<file path="config.mk">
export PLATFORM = sky130hd
export DESIGN_NAME = ext_ram_sched
export DESIGN_NICKNAME = d
export VERILOG_FILES = /design/src/rtl/ext_ram_sched.sv
export SDC_FILE = /design/constraint.sdc
export NUM_CORES = 1
export LEC_CHECK = 0
export CORE_AREA = 5 5 242 173
export DETAILED_ROUTE_END_ITERATION = 7
export DIE_AREA = 0 0 247 178
export GPL_ROUTABILITY_DRIVEN = 1
export SLEW_MARGIN = 20
export SYNTH_ARGS = -nofsm -noshare
export SYNTH_HDL_FRONTEND = slang
export SYNTH_SLANG_ARGS = --single-unit
export TNS_END_PERCENT = 10
</file>
<file path="constraint.sdc">
create_clock -name clk -period 6.9 [get_ports clk]
set_input_delay 1.38 -clock clk [delete_from_list [all_inputs] [get_ports clk]]
set_output_delay 1.38 -clock clk [all_outputs]
set_load 0.1 [all_outputs]
</file>
<file path="src/rtl/ext_ram_sched.sv">
// ext_ram_sched: ping-pong external frame RAM scheduler.
// Posted writes via FIFO, 3-stage tagged read pipe, deferred bank swap.
module ext_ram_sched #(
  parameter int ADDR_W      = 14,
  parameter int DATA_W      = 32,
  parameter int WFIFO_DEPTH = 4
) (
  input  logic              clk,
  input  logic              reset,
  input  logic              end_of_one_frame,
  input  logic              wr_pop_hold,
  input  logic              ref_rd_req,
  input  logic [ADDR_W-1:0] ref_rd_addr,
  output logic              ref_rd_ack,
  output logic              ref_rd_valid,
  output logic [DATA_W-1:0] ref_rd_data,
  input  logic              dis_wr_req,
  input  logic [ADDR_W-1:0] dis_wr_addr,
  input  logic [DATA_W-1:0] dis_wr_data,
  output logic              dis_wr_ready,
  output logic              ext_frame_RAM0_cs_n,
  output logic              ext_frame_RAM0_wr,
  output logic [ADDR_W-1:0] ext_frame_RAM0_addr,
  output logic [DATA_W-1:0] ext_frame_RAM0_din,
  input  logic [DATA_W-1:0] ext_frame_RAM0_dout,
  output logic              ext_frame_RAM1_cs_n,
  output logic              ext_frame_RAM1_wr,
  output logic [ADDR_W-1:0] ext_frame_RAM1_addr,
  output logic [DATA_W-1:0] ext_frame_RAM1_din,
  input  logic [DATA_W-1:0] ext_frame_RAM1_dout,
  output logic              bank_sel,
  output logic              swap_pending
);

  localparam int PW = $clog2(WFIFO_DEPTH);
  localparam logic [PW:0] PONE = {{PW{1'b0}}, 1'b1};

  typedef enum logic [1:0] {
    RUN,
    DRAIN,
    SWAP
  } state_e;

  state_e state_q, state_d;
  logic bank_sel_q, bank_sel_d;

  logic [ADDR_W-1:0] fa_q [WFIFO_DEPTH];
  logic [DATA_W-1:0] fd_q [WFIFO_DEPTH];
  logic [PW:0] wptr_q, wptr_d;
  logic [PW:0] rptr_q, rptr_d;
  logic fifo_empty, fifo_full;
  logic push, pop, run;

  logic              wr_act_q, wr_act_d;
  logic              wr_bank_q, wr_bank_d;
  logic [ADDR_W-1:0] wr_addr_q, wr_addr_d;
  logic [DATA_W-1:0] wr_data_q, wr_data_d;

  logic              rd1_act_q, rd1_act_d;
  logic              rd1_bank_q, rd1_bank_d;
  logic [ADDR_W-1:0] rd1_addr_q, rd1_addr_d;
  logic              rd2_act_q, rd2_act_d;
  logic              rd2_bank_q, rd2_bank_d;
  logic              rd_valid_q, rd_valid_d;
  logic [DATA_W-1:0] rd_data_q, rd_data_d;

  logic w0, w1, r0, r1;

  assign run        = (state_q == RUN);
  assign fifo_empty = (wptr_q == rptr_q);
  assign fifo_full  = (wptr_q[PW] != rptr_q[PW]) &&
                      (wptr_q[PW-1:0] == rptr_q[PW-1:0]);

  assign ref_rd_ack   = ref_rd_req && run;
  assign dis_wr_ready = !fifo_full && run;
  assign push         = dis_wr_req && dis_wr_ready;
  assign pop          = !fifo_empty && !wr_pop_hold;

  assign bank_sel     = bank_sel_q;
  assign swap_pending = !run;
  assign ref_rd_valid = rd_valid_q;
  assign ref_rd_data  = rd_data_q;

  always_comb begin
    state_d    = state_q;
    bank_sel_d = bank_sel_q;
    unique case (state_q)
      RUN: begin
        if (end_of_one_frame) state_d = DRAIN;
      end
      DRAIN: begin
        if (fifo_empty && !wr_act_q &&
            !rd1_act_q && !rd2_act_q)
          state_d = SWAP;
      end
      SWAP: begin
        state_d    = RUN;
        bank_sel_d = !bank_sel_q;
      end
      default: state_d = RUN;
    endcase
  end

  always_comb begin
    wptr_d    = push ? wptr_q + PONE : wptr_q;
    rptr_d    = pop ? rptr_q + PONE : rptr_q;
    wr_act_d  = pop;
    wr_bank_d = bank_sel_q;
    wr_addr_d = '0;
    wr_data_d = '0;
    if (pop) begin
      wr_addr_d = fa_q[rptr_q[PW-1:0]];
      wr_data_d = fd_q[rptr_q[PW-1:0]];
    end
  end

  // Each read carries its bank so a swap can never misroute data.
  always_comb begin
    rd1_act_d  = ref_rd_ack;
    rd1_bank_d = !bank_sel_q;
    rd1_addr_d = ref_rd_ack ? ref_rd_addr : '0;
    rd2_act_d  = rd1_act_q;
    rd2_bank_d = rd1_bank_q;
    rd_valid_d = rd2_act_q;
    rd_data_d  = rd_data_q;
    if (rd2_act_q)
      rd_data_d = rd2_bank_q ? ext_frame_RAM1_dout
                             : ext_frame_RAM0_dout;
  end

  always_ff @(posedge clk) begin
    if (push) begin
      fa_q[wptr_q[PW-1:0]] <= dis_wr_addr;
      fd_q[wptr_q[PW-1:0]] <= dis_wr_data;
    end
  end

  always_ff @(posedge clk or posedge reset) begin
    if (reset) begin
      state_q    <= RUN;
      bank_sel_q <= 1'b0;
      wptr_q     <= '0;
      rptr_q     <= '0;
      wr_act_q   <= 1'b0;
      wr_bank_q  <= 1'b0;
      wr_addr_q  <= '0;
      wr_data_q  <= '0;
      rd1_act_q  <= 1'b0;
      rd1_bank_q <= 1'b0;
      rd1_addr_q <= '0;
      rd2_act_q  <= 1'b0;
      rd2_bank_q <= 1'b0;
      rd_valid_q <= 1'b0;
      rd_data_q  <= '0;
    end else begin
      state_q    <= state_d;
      bank_sel_q <= bank_sel_d;
      wptr_q     <= wptr_d;
      rptr_q     <= rptr_d;
      wr_act_q   <= wr_act_d;
      wr_bank_q  <= wr_bank_d;
      wr_addr_q  <= wr_addr_d;
      wr_data_q  <= wr_data_d;
      rd1_act_q  <= rd1_act_d;
      rd1_bank_q <= rd1_bank_d;
      rd1_addr_q <= rd1_addr_d;
      rd2_act_q  <= rd2_act_d;
      rd2_bank_q <= rd2_bank_d;
      rd_valid_q <= rd_valid_d;
      rd_data_q  <= rd_data_d;
    end
  end

  assign w0 = wr_act_q && !wr_bank_q;
  assign w1 = wr_act_q && wr_bank_q;
  assign r0 = rd1_act_q && !rd1_bank_q;
  assign r1 = rd1_act_q && rd1_bank_q;

  assign ext_frame_RAM0_cs_n = !(w0 || r0);
  assign ext_frame_RAM0_wr   = w0;
  assign ext_frame_RAM0_addr = w0 ? wr_addr_q :
                               (r0 ? rd1_addr_q : '0);
  assign ext_frame_RAM0_din  = w0 ? wr_data_q : '0;

  assign ext_frame_RAM1_cs_n = !(w1 || r1);
  assign ext_frame_RAM1_wr   = w1;
  assign ext_frame_RAM1_addr = w1 ? wr_addr_q :
                               (r1 ? rd1_addr_q : '0);
  assign ext_frame_RAM1_din  = w1 ? wr_data_q : '0;

endmodule

</file>
==> results.cfg, run 1 <==
[outcome]
status = complete, no violations

[grt]
grt-ovfl-total = 0
grt_start_max_net_pins = 67
grt_antenna_before_repair = 3
grtUsageTotal_pct = 13.4
grt_pass1_wl_um = 45400
grt_pass1_vias = 7432

[sta]
fin_skew_ns = 0.0255
worst_pin_slew_ns = 1.12
period_minus_slack_ns = 5.59
hold_ws_ns = 0.412
relSlewSlack_pct = 25.1
tns_ns = 0
post-route-period-util_pct = 81.1
fmax_mhz = 179
hold_violations = 0
slew_violations = 0
finalSetupViolCount = 0
grt_setup_unrepaired = false

[placement]
gp_congestion = 0.861
dp_hpwl_um = 19600
dp.cells = 1501
io_buffer_count = 262

[synthesis]
syn-instance-count = 737
yosysSeqAreaShare_pct = 70.7
synth_edf_count = 184
async_reset_ff_share_pct = 37.0
synth_seq_cells = 292
yosys.area.top_type_share_pct = 47.5
avgSynthCellArea_sq_um = 15.8
synth.distinct_cells = 34
synthTopCellsByArea = edfxtp_1, dfrtp_1, mux4_2
yosysTopAreaCell = edfxtp_1
syn_area_sq_mm = 0.0116
synthFlopType = edfxtp_1
synth.most_common_cell = edfxtp_1
synthTopCellsByCount = edfxtp_1, dfrtp_1, a21oi_1, nand2_1, nor2b_1
yosysWarnings = 0
synth_nets = 872

[cells_and_area]
final_cells = 1557
finalCoreUtilization_pct = 40.4
nNetsFinal = 1133
drive_above_1_share_pct = 14.1
area_delta_synth_final_pct = 36.4
final-seq-area_sq_mm = 0.00824
num_antenna_cells = 0
fill_cells = 3608
multi_input_area_sq_mm = 0.00315

[floorplan]
initial_utilization_pct = 29.6
die_x_um = 247
coreArea_sq_mm = 0.0393
io_pins = 263
fp.dieArea_sq_mm = 0.0440
fp-row-count = 61
die_h_um = 178

[route]
detail_route.vias_per_cell = 4.47
met1_length_um = 13200
drc_errors = 0
drtPass1Iterations = 5
wl_met3_um = 2000
wl_per_cell_um = 19.6
wl_met2_um = 14700
wl_um = 30400
drt_iter0_drc = 360
route.vias.total = 6964
final_antenna_net_count = 0
routed.top_layer = met5

[clocking]
tritoncts = built
clock_tree.htree_level_count = 1
postCtsSetupBuffers = 0
clk_latency_ns = 0.58
cts_buffer_depth = 3
cts_hold_buf = 0
cts_made_buffers = 30
clkTransAtPathRegs_ns = 0.07
clock_tree.root_cell = clkbuf_16
clkSinkCount = 292
cts_resized = 0

[critical_path]
crit_arrival_ns = 4.21
cp_max_fo = 48
r2r_cells = 4
cp-start-kind = register
endpoint_kind = output pin
critPathKind = register to output pin
cp.required_ns = 5.52

[power_and_ir_drop]
p_per_area_mw_per_mm2 = 464
total_power_mw = 7.36
irDropWorstVdd_mv = 0.332
power.leakage_nw = 5.98

[worst_hold_path]
hold_path.class = register to register
hold_depth = 0

[flow_run]
drv_cap = 0
-- cell families after synthesis --
family,after synthesis,synth area share (%)
simple gates,228,10.4
flops,292,70.7
mux,80,11.9
xor+xnor,8,0.860
fa+ha+maj,5,0.538
compound gates,70,3.34
buf+inv,54,2.30
-- power breakdown --
group	internal, mW	total, mW	switching [mW]
Clock	1.04	1.75	0.710
Combinational	0.918	3.12	2.20
Sequential	2.20	2.49	0.292
-- worst paths after layout --
path | startpoint | endpoint | slack (ns)
hold reg to reg | bank_sel | wr_bank_q | 0.41
setup reg to reg | rptr_q[0] | fd_q[3][18] | 3.93
hold / removal | bank_sel | wr_bank_q | 0.41
max in group asynchronous | reset | rd2_bank_q | 4.35
setup / recovery | wr_bank_q | ext_frame_RAM0_cs_n | 1.31
min in group asynchronous | reset | ref_rd_data[21] | 1.37
-- area by class of cell --
class                           count  area share, %
Sequential cell                   292           51.9
Multi-Input combinational cell    391           19.9
Clock inverter                     15           1.30
Tap cell                          535           4.22
Clock buffer                       41           5.70
Timing Repair Buffer              273           16.8
Inverter                           10          0.252
-- flip-flops by register name, summed over array words and instances (netlist names) --
signal	flops
rd1_bank_q	1
ref_rd_valid	1
wr_bank_q	1
rd2_bank_q	1
rd2_act_q	1
rd1_act_q	1
fd_q	128
rd1_addr_q	14
fa_q	56
state_q	2
wptr_q	3
rptr_q	3
bank_sel	1
ref_rd_data	32
wr_data_q	32
wr_addr_q	14
wr_act_q	1
-- per-stage QoR --
step,cell area (sq um),setup slack [ns]
2_1_floorplan,11600,2.59
3_3_place_gp,14800,1.99
3_5_place_dp,14800,1.87
4_1_cts,15900,1.24
5_1_grt,15900,0.965
6_report,15900,1.31
-- critical path, stage by stage (launching register included) --
cell	delay, ns
dfrtp_1	0.32
buf_4	0.36
nand2b_1	0.53
inv_2	0.50
a21oi_2	0.66
clkdlybuf4s50_1	1.27
-- routing by layer --
metal  up-vias  track usage (%)
li1       3216                -
met1      3518             17.8
met2       185             22.4
met3        41             3.65
met4         4             2.76
met5         -                0
-- cell usage in the layout, fill, tap and decap left out, types with 26 or more instances in the layout --
master           count
clkdlybuf4s50_1    247
edfxtp_1           184
dfrtp_1            104
a21oi_1             62
nand2_1             58
nor2b_1             47
mux4_2              46
and3_1              46
nor2_1              35
and2_1              33
mux2i_1             32
clkbuf_16           32
buf_4               26
Power figures use the tool's default switching activity.
==> run 2: changes to the inputs <==
==> constraint.sdc (replaced) <==
create_clock -name clk -period 5.4 [get_ports clk]
set_input_delay 1.08 -clock clk [delete_from_list [all_inputs] [get_ports clk]]
set_output_delay 1.08 -clock clk [all_outputs]
set_load 0.1 [all_outputs]
==> run 2 against run 1 <==
Sequential power up 28%. Wire length barely moved. Clock-buffer cell count decreased by 5. Clock skew shrank 0.013 ns. Total power grew 25%. Register-to-register slack lost 1.5 ns. Via count increased by 0.22%. Critical path depth up 1. Clock power grew 17%. Critical path type unchanged. First-iteration DRC count is 17% lower. Non-clock buffer count is 1 higher. Core utilization down 0.15 points.
==> results.cfg, run 2 (synthesis gave the netlist of run 1 again) <==
[clocking]
cts_resized = 0
tritoncts = built
cts_buffer_depth = 3
clk_latency_ns = 0.56
clock_tree.root_cell = clkbuf_16
cts_hold_buf = 0
clock_tree.htree_level_count = 1
clkTransAtPathRegs_ns = 0.06
clkSinkCount = 292
cts_made_buffers = 29
postCtsSetupBuffers = 0

[power_and_ir_drop]
p_per_area_mw_per_mm2 = 584
irDropWorstVdd_mv = 0.354
power.leakage_nw = 6.06
total_power_mw = 9.23

[placement]
dp_hpwl_um = 20500
dp_slack_ns = 1.48
gp_congestion = 0.868
io_buffer_count = 262

[sta]
period_minus_slack_ns = 4.52
relSlewSlack_pct = 28.4
tns_ns = 0
grt_setup_unrepaired = false
fmax_mhz = 221
worst_pin_slew_ns = 1.07
finalSetupViolCount = 0
slew_violations = 0
fin_ws_ns = 0.883
fin_skew_ns = 0.0126
hold_violations = 0
post-route-period-util_pct = 83.6

[critical_path]
worstReg2RegStart = rptr_q[0]
crit_arrival_ns = 3.44
max_stage_delay_ns = 0.73
endpoint_kind = output pin
slowest_stage = a21oi_2
cp.required_ns = 4.32
cp_max_fo = 48
cp-start-kind = register
critPathKind = register to output pin
critical_path.cell_chain = buf_4 > nand2b_1 > inv_2 > a21oi_2 > a21oi_1 > buf_12
crit_path_start = wr_bank_q

[cells_and_area]
final_common_cell = clkdlybuf4s50_1
num_antenna_cells = 0
largest_reg_flops = 128
drive_above_1_share_pct = 18.9
area_delta_synth_final_pct = 35.9
final_cell_mix = clkdlybuf4s50_1, edfxtp_1, dfrtp_1, buf_4, a21oi_1
nNetsFinal = 1133

[floorplan]
fp-row-count = 61
coreArea_sq_mm = 0.0393
initial_utilization_pct = 29.6
die_h_um = 178
fp.dieArea_sq_mm = 0.0440
io_pins = 263
die_x_um = 247

[grt]
grt_antenna_before_repair = 7
grt_pass1_wl_um = 44900
grt_pass1_vias = 7320
grt-ovfl-total = 0
grtUsageTotal_pct = 13.3
grt_start_max_net_pins = 67

[worst_hold_path]
hold_path.class = register to register
hold_start = bank_sel

[route]
detail_route.vias_per_cell = 4.49
wl_per_cell_um = 19.5
route.vias.total = 6979
drc_errors = 0
wl_um = 30400
drtPass1Iterations = 5
drt_iter0_drc = 299
final_antenna_net_count = 0

[outcome]
status = complete, no violations

[flow_run]
drv_cap = 0
## run 2: cell count changes in the layout (fill, tap and decap cells not counted), moves of 2 or more
cell / delta
clkdlybuf4s50_1: -51
clkinv_2: +7
inv_4: -3
clkinvlp_4: +2
clkbuf_8: -3
clkbuf_16: -3
buf_4: +36
clkinv_4: -3
buf_12: +15
## run 2: critical path: cells and delay by family, from the launching register on
kind,cells,cell delay [ns]
buffers and inverters,3,1.07
AOI/OAI and AO/OA,2,0.92
and+or+nand+nor,1,0.54
DFF,1,0.34
## run 2: cell type report
| type | count | area (sq um) |
|---|---|---|
| timing repair buffer | 274 | 2730 |
| tap | 535 | 669 |
| multi-input combinational | 391 | 3160 |
| inverter | 10 | 40.0 |
| sequential | 292 | 8240 |
| fill | 3589 | 23500 |
| clock buffer | 36 | 792 |
| clock inverter | 18 | 189 |
## run 2: layer usage
| metal | track usage, % | vias to the layer above | part of all wire (%) | wire length, um |
|---|---|---|---|---|
| met5 | 0 | - | 0.25 | 76 |
| met4 | 2.70 | 12 | 2.1 | 637 |
| met3 | 4.37 | 57 | 7.2 | 2190 |
| met2 | 22.2 | 192 | 47 | 14400 |
| met1 | 17.3 | 3494 | 43 | 13100 |
| li1 | - | 3224 | - | - |
## run 2: through the flow
stage                     util (%)  area (sq um)  hold slack (ns)  instances
final                         40.2         15800            0.449       1556
after global routing          40.2         15800            0.480       1556
after CTS                     40.2         15800            0.463       1556
after detailed placement      37.7         14800            0.448       1502
after global placement        37.7         14800            0.441       1502
after floorplan                  -         11600            0.373        737
## run 2: report_power, final
group / switching [mW] / leakage, nW / internal [mW] / total [mW]
combinational: 2.83 / 2.60 / 1.18 / 4.01
sequential: 0.366 / 2.98 / 2.81 / 3.18
clock: 0.850 / 0.481 / 1.19 / 2.04
total: 4.05 / 6.06 / 5.19 / 9.23
## run 2: worst paths after layout
check / end / cells past startpoint / slack [ns]
min in group asynchronous: state_q[1] / 2 / 1.02
setup reg to reg: fd_q[2][6] / 4 / 2.40
max in group asynchronous: rd2_act_q / 3 / 3.50
hold / removal: wr_bank_q / 0 / 0.45
setup / recovery: ext_frame_RAM0_addr[9] / 6 / 0.88
hold reg to reg: wr_bank_q / 0 / 0.45
